$ cat config.mk
export PLATFORM = sky130hd
export DESIGN_NAME = ram_bist
export DESIGN_NICKNAME = d
export VERILOG_FILES = /design/src/rtl/ram_bist.sv
export SDC_FILE = /design/constraint.sdc
export NUM_CORES = 1
export LEC_CHECK = 0
export BUFFER_PORTS_ARGS = -buffer_cell sky130_fd_sc_hd__buf_4
export CORE_ASPECT_RATIO = 1.75
export CORE_UTILIZATION = 52
export CTS_CLUSTER_SIZE = 30
export DETAILED_ROUTE_END_ITERATION = 6
export PLACE_DENSITY = 0.86
export RECOVER_POWER = 25
export SYNTH_ARGS = -nofsm -noshare
export SYNTH_HDL_FRONTEND = slang
export SYNTH_SLANG_ARGS = --single-unit
export TNS_END_PERCENT = 100
$ cat constraint.sdc
create_clock -name clk_i -period 2.6 [get_ports clk_i]
set_input_delay 0.39 -clock clk_i [delete_from_list [all_inputs] [get_ports clk_i]]
set_output_delay 0.39 -clock clk_i [all_outputs]
set_load 0.05 [all_outputs]
$ cat src/rtl/ram_bist.sv
// ram_bist: march-test initiator for a single-port synchronous RAM.
// Runs: write A ascending; read A / write B ascending; read B / write A
// descending; read A ascending. Reports pass/fail plus the first failing
// address and the data read there.
//
// Optional feature macro: RAM_BIST_ERR_COUNT_EN
//   defined   -> err_cnt_o present, run never stops early, all mismatches counted
//   undefined -> run ends at the first mismatch, the write in that cycle is dropped
//
// Ports:
//   clk_i            clock, rising edge
//   rst_ni           asynchronous active-low reset
//   start_i          begin a run (sampled only in IDLE)
//   busy_o           high while the march is running
//   done_o           one-cycle pulse at end of run
//   pass_o           result of last run, held until the next accepted start
//   fail_adr_o       address of first mismatch
//   fail_data_o      data read at first mismatch
//   ram_w_o          RAM write enable       (combinational)
//   ram_adr_o        RAM address            (combinational)
//   ram_data_in_o    RAM write data         (combinational)
//   ram_data_out_i   RAM registered read data
//   err_cnt_o        mismatch count (RAM_BIST_ERR_COUNT_EN only)
module ram_bist #(
    parameter int unsigned DATA_W = 8,
    parameter int unsigned ADR_W  = 3,
    parameter int unsigned SIZE   = 8
) (
    input  logic              clk_i,
    input  logic              rst_ni,
    input  logic              start_i,
    output logic              busy_o,
    output logic              done_o,
    output logic              pass_o,
    output logic [ADR_W-1:0]  fail_adr_o,
    output logic [DATA_W-1:0] fail_data_o,
    output logic              ram_w_o,
    output logic [ADR_W-1:0]  ram_adr_o,
    output logic [DATA_W-1:0] ram_data_in_o,
    input  logic [DATA_W-1:0] ram_data_out_i
`ifdef RAM_BIST_ERR_COUNT_EN
    ,
    output logic [ADR_W+1:0]  err_cnt_o
`endif
);

    localparam int unsigned CNT_W = ADR_W + 2;
    localparam logic [ADR_W-1:0]  LAST_ADR = ADR_W'(SIZE - 1);
    localparam logic [DATA_W-1:0] PAT_A    = {(DATA_W/2){2'b01}};
    localparam logic [DATA_W-1:0] PAT_B    = ~PAT_A;

`ifdef RAM_BIST_ERR_COUNT_EN
    localparam bit STOP_ON_ERR = 1'b0;
`else
    localparam bit STOP_ON_ERR = 1'b1;
`endif

    typedef enum logic [3:0] {
        S_IDLE,
        S_WA,
        S_RA_RD,
        S_RA_WB,
        S_RB_RD,
        S_RB_WA,
        S_RF_RD,
        S_RF_CMP,
        S_DONE
    } state_e;

    state_e            state_q, state_d;
    logic [ADR_W-1:0]  addr_q, addr_d;
    logic              busy_q, busy_d;
    logic              done_q, done_d;
    logic              pass_q, pass_d;
    logic              err_seen_q, err_seen_d;
    logic [ADR_W-1:0]  fail_adr_q, fail_adr_d;
    logic [DATA_W-1:0] fail_data_q, fail_data_d;
    logic [CNT_W-1:0]  err_cnt_q, err_cnt_d;

    logic              cmp_en_c;
    logic [DATA_W-1:0] exp_c;
    logic              mismatch_c;
    logic              ram_w_c;
    logic [DATA_W-1:0] ram_data_c;

    // Compare stage: read data arrives in the cycle after each *_RD state
    always_comb begin
        cmp_en_c = 1'b0;
        exp_c    = PAT_A;
        case (state_q)
            S_RA_WB:  cmp_en_c = 1'b1;
            S_RB_WA: begin
                cmp_en_c = 1'b1;
                exp_c    = PAT_B;
            end
            S_RF_CMP: cmp_en_c = 1'b1;
            default:  cmp_en_c = 1'b0;
        endcase
        mismatch_c = cmp_en_c && (ram_data_out_i != exp_c);
    end

    // Next-state, address sequencing and result capture
    always_comb begin
        state_d     = state_q;
        addr_d      = addr_q;
        pass_d      = pass_q;
        err_seen_d  = err_seen_q;
        fail_adr_d  = fail_adr_q;
        fail_data_d = fail_data_q;
        err_cnt_d   = err_cnt_q;
        ram_w_c     = 1'b0;
        ram_data_c  = '0;

        case (state_q)
            S_IDLE: begin
                if (start_i) begin
                    state_d     = S_WA;
                    addr_d      = '0;
                    pass_d      = 1'b0;
                    err_seen_d  = 1'b0;
                    fail_adr_d  = '0;
                    fail_data_d = '0;
                    err_cnt_d   = '0;
                end
            end
            S_WA: begin
                ram_w_c    = 1'b1;
                ram_data_c = PAT_A;
                if (addr_q == LAST_ADR) begin
                    state_d = S_RA_RD;
                    addr_d  = '0;
                end else begin
                    addr_d = addr_q + ADR_W'(1);
                end
            end
            S_RA_RD: state_d = S_RA_WB;
            S_RA_WB: begin
                ram_data_c = PAT_B;
                ram_w_c    = !(STOP_ON_ERR && mismatch_c);
                if (STOP_ON_ERR && mismatch_c) begin
                    state_d = S_DONE;
                end else if (addr_q == LAST_ADR) begin
                    state_d = S_RB_RD;
                    addr_d  = LAST_ADR;
                end else begin
                    state_d = S_RA_RD;
                    addr_d  = addr_q + ADR_W'(1);
                end
            end
            S_RB_RD: state_d = S_RB_WA;
            S_RB_WA: begin
                ram_data_c = PAT_A;
                ram_w_c    = !(STOP_ON_ERR && mismatch_c);
                if (STOP_ON_ERR && mismatch_c) begin
                    state_d = S_DONE;
                end else if (addr_q == '0) begin
                    state_d = S_RF_RD;
                    addr_d  = '0;
                end else begin
                    state_d = S_RB_RD;
                    addr_d  = addr_q - ADR_W'(1);
                end
            end
            S_RF_RD: state_d = S_RF_CMP;
            S_RF_CMP: begin
                if ((STOP_ON_ERR && mismatch_c) || (addr_q == LAST_ADR)) begin
                    state_d = S_DONE;
                end else begin
                    state_d = S_RF_RD;
                    addr_d  = addr_q + ADR_W'(1);
                end
            end
            S_DONE: begin
                state_d = S_IDLE;
                addr_d  = '0;
            end
            default: begin
                state_d = S_IDLE;
                addr_d  = '0;
            end
        endcase

        // First mismatch of the run is latched; later ones only count
        if (mismatch_c) begin
            if (!err_seen_q) begin
                err_seen_d  = 1'b1;
                fail_adr_d  = addr_q;
                fail_data_d = ram_data_out_i;
            end
            if (err_cnt_q != '1) begin
                err_cnt_d = err_cnt_q + CNT_W'(1);
            end
        end

        if ((state_d == S_DONE) && (state_q != S_DONE)) begin
            pass_d = !(err_seen_q || mismatch_c);
        end
    end

    assign busy_d = (state_d != S_IDLE) && (state_d != S_DONE);
    assign done_d = (state_d == S_DONE);

    // State and result registers
    always_ff @(posedge clk_i or negedge rst_ni) begin
        if (!rst_ni) begin
            state_q     <= S_IDLE;
            addr_q      <= '0;
            busy_q      <= 1'b0;
            done_q      <= 1'b0;
            pass_q      <= 1'b0;
            err_seen_q  <= 1'b0;
            fail_adr_q  <= '0;
            fail_data_q <= '0;
            err_cnt_q   <= '0;
        end else begin
            state_q     <= state_d;
            addr_q      <= addr_d;
            busy_q      <= busy_d;
            done_q      <= done_d;
            pass_q      <= pass_d;
            err_seen_q  <= err_seen_d;
            fail_adr_q  <= fail_adr_d;
            fail_data_q <= fail_data_d;
            err_cnt_q   <= err_cnt_d;
        end
    end

    assign busy_o        = busy_q;
    assign done_o        = done_q;
    assign pass_o        = pass_q;
    assign fail_adr_o    = fail_adr_q;
    assign fail_data_o   = fail_data_q;
    assign ram_w_o       = ram_w_c;
    assign ram_adr_o     = addr_q;
    assign ram_data_in_o = ram_data_c;

`ifdef RAM_BIST_ERR_COUNT_EN
    assign err_cnt_o = err_cnt_q;
`else
    // Counter only feeds the optional port
    logic unused_cnt;
    assign unused_cnt = ^err_cnt_q;
`endif

endmodule
==> metrics.csv <==
metric,value,unit
post_synth_mux_area_share,13.0,%
clock-root-buffer,sky130_fd_sc_hd__clkbuf_8,
worstPathCellList,"nand3b_1, nor2_1, buf_4",
insertion_delay,260,ps
number_of_violations_reported_at_the_end_of_detailed_routing_iteration_0,15,
overflow,0,
cts_hold_repair.buffers,0,
detail_route.wl_per_cell,15.0,microns
cts_sinks,22,
hold_viol,0,
vdd_ir_drop_max,1.12,mV
hp-class,input port to async pin,
grt_use_total,23.5,%
diodes,0,
launching_point_of_the_worst_reg2reg_path,state_q[1]$_DFF_PN0_,
antenna_found_initial,0,
synth-compound-area-share,12.0,%
power-per-cell-area,1380,nW/um^2
drv_cap,0,
drt-pass1-iter-count,4,
cts.repair.resized,0,
status,finished clean,
layout-area-overhead-vs-synth,19.4,%
multi_input_area,712,sq um
final_clock_period_utilization_by_the_worst_path,85.4,%
setup_viol_count_final,0,
clock_tree_from_tritoncts,yes,
register_cell_area_after_layout,551,sq um
vias,1149,
synth_top_family_by_area,simple AND/OR/NAND/NOR gates,
dpl.hpwl,2310,microns
worst_slew_pin_slew,1180,ps
mappedNetlistNets,166,
finalCriticalPeriod,2220,ps
crit_path_from,state_q[1]$_DFF_PN0_,
viasPerCell,5.69,
critical_path.endpoint_type,output port,
leakage,0.898,nW
post_synth_and_or_nand_nor_area_fraction,20.2,%
grt_setup_unrepaired,no,
h_tree_levels,1,
max_transition_viols_final,0,
ys_types,41,
mappedNetlistArea,1410,sq um
grt_max_degree,23,
worstSetupPathType,flip-flop to output port,
maximum_single_stage_delay_on_the_critical_path,720,ps
layout_cells_sized_above_1,28.4,%
first_global_vias,1151,
yosys.area_share.adder,5.32,%
global_route_wire_length_before_repair,4800,microns
worst_r2r_path_depth,4,
endpoint,ram_data_in_o[1],
synth_area_per_cell,9.46,sq um
fill_cells,210,
dieWidth,41.4,microns
required_time_of_the_worst_setup_path,2210,ps
yosysWarnings,0,
antenna_violating_nets_post_route,0,
slowest_stage,sky130_fd_sc_hd__dfrtp_1,
rows,24,
ys_seq_elements,22,
syn-instance-count,149,
remaining_drc_errors,0,
worst-endpoint-arrival,1830,ps
global_placement_routability_congestion,0.897,
register_to_register_path_setup_slack,580,ps
buffer_ports.inserted,36,
cts_made_buffers,3,
max-slew-margin-rel,21.5,%
finClkSkew,2.06,ps
die_height,70.9,microns
timing.fmax,451,MHz
clkSlewWorstSetupHoldPaths,80,ps
die-area,2930,sq um
cts_post_setup_buffers_inserted,0,
tns,0,ps
worstReg2RegEnd,ram_adr_o[0]$_DFFE_PN0P_,
yosys.area_share.xor_xnor,0,%
timing.critical_path.fanout_max,21,
synth_seq_area_share,39.0,%
design.final.nets,194,
design.portCount,37,
drt-total-wl,3030,microns
initial_core_util,55.9,%
core-area,2520,sq um
final.hold.worst_slack,339,ps
clock_path_buffers,2,
critPathLaunchType,flip-flop,
[through the flow]
stage          util, %  area (sq um)  setup WS (ps)  total power (W)  cells
2_1_floorplan        -          1410            418          0.00176    149
3_3_place_gp      64.7          1630            689          0.00205    198
3_5_place_dp      64.7          1630            609          0.00210    198
4_1_cts           66.9          1690            432          0.00234    202
5_1_grt           66.8          1680            268          0.00248    202
6_report          66.8          1680            380          0.00233    202
[cell families (layout without fill, tap and decap cells)]
family	Yosys count	count (layout)
AOI/OAI and AO/OA	22	22
adders and majority gates	6	6
buffers and inverters	30	57
DFF	22	22
muxes	18	18
and+or+nand+nor	51	51
[how the worst min path moves through the flow]
stage | from | to | slack, ps | cells after the start
2_1_floorplan | rst_ni | busy_o$_DFF_PN0_ | 90 | 0
3_3_place_gp | rst_ni | fail_data_o[0]$_DFF_PN0_ | 290 | 1
3_5_place_dp | rst_ni | fail_data_o[1]$_DFF_PN0_ | 290 | 1
4_1_cts | rst_ni | fail_data_o[1]$_DFF_PN0_ | 3 | 1
5_1_grt | ram_data_out_i[6] | fail_data_o[6]$_DFF_PN0_ | 360 | 3
6_report | rst_ni | fail_adr_o[0]$_DFF_PN0_ | 340 | 1
[registers in the layout, summed over array words and instances (netlist names)]
register     cells
done_o           1
fail_adr_o       3
err_seen_q       1
busy_o           1
ram_adr_o        3
fail_data_o      8
pass_o           1
state_q          4
[Yosys cell counts (all sizes together)]
master | number | share of area [%]
a211oi | 2 | 1.1
mux2i | 16 | 11
nor2b | 1 | 0.44
o221ai | 1 | 0.62
mux2 | 2 | 1.6
o21a | 1 | 0.53
nor4bb | 1 | 0.71
nor2 | 10 | 2.7
or3 | 1 | 0.44
nor3b | 1 | 0.53
buf | 11 | 5.4
o31ai | 1 | 0.53
o22a | 1 | 0.62
clkbuf | 3 | 0.80
nand2 | 19 | 5.1
a21boi | 2 | 1.9
a31oi | 1 | 0.44
o32ai | 1 | 0.62
o211ai | 2 | 1.1
and4bb | 5 | 4.4
o32a | 1 | 0.71
nor3 | 3 | 1.4
or2 | 2 | 0.89
nand2b | 5 | 2.2
ha | 6 | 5.3
dfrtp | 22 | 39
nand3b | 1 | 0.53
o21bai | 1 | 0.80
inv | 16 | 4.3
nand3 | 1 | 0.35
o21ai | 1 | 0.35
or4 | 1 | 0.53
a21oi | 7 | 2.8
[area by class of cell]
class | count | area share, %
flip-flops and latches | 22 | 32.7
repair buffers | 37 | 16.3
inverters | 16 | 3.57
well taps | 26 | 1.93
clock buffers | 4 | 3.27
multi-input cells | 97 | 42.3
[critical path: cells and delay by family, from the launching register on]
| kind | cells | cell delay [ps] |
|---|---|---|
| buffers and inverters | 1 | 260 |
| DFF | 1 | 720 |
| and+or+nand+nor | 2 | 580 |
[cells in the final DEF (no fill, tap or decap), drive strengths merged]
master  count
a211oi      2
a21boi      2
a21oi       7
a31oi       1
and4bb      5
buf        36
clkbuf      5
dfrtp      22
ha          6
inv        16
mux2        2
mux2i      16
nand2      19
nand2b      5
nand3       1
nand3b      1
nor2       10
nor2b       1
nor3        3
nor3b       1
nor4bb      1
o211ai      2
o21a        1
o21ai       1
o21bai      1
o221ai      1
o22a        1
o31ai       1
o32a        1
o32ai       1
or2         2
or3         1
or4         1
[where the power goes]
group | switching [W] | leakage (nW) | internal [W]
registers | 0.000162 | 0.288 | 0.000477
clock network | 0.000109 | 0.0288 | 0.000135
logic | 0.000948 | 0.581 | 0.000499
[per-layer routing]
layer / GRT usage, % / routed length [microns] / part of all wire (%) / up-vias
li1: - / - / - / 552
met1: 24.8 / 1170 / 39 / 551
met2: 40.3 / 1660 / 55 / 39
met3: 4.39 / 131 / 4.3 / 7
met4: 12.2 / 75 / 2.5 / 0
met5: 0 / 0 / 0 / -
Note: power is estimated with default switching activity, not from simulation.
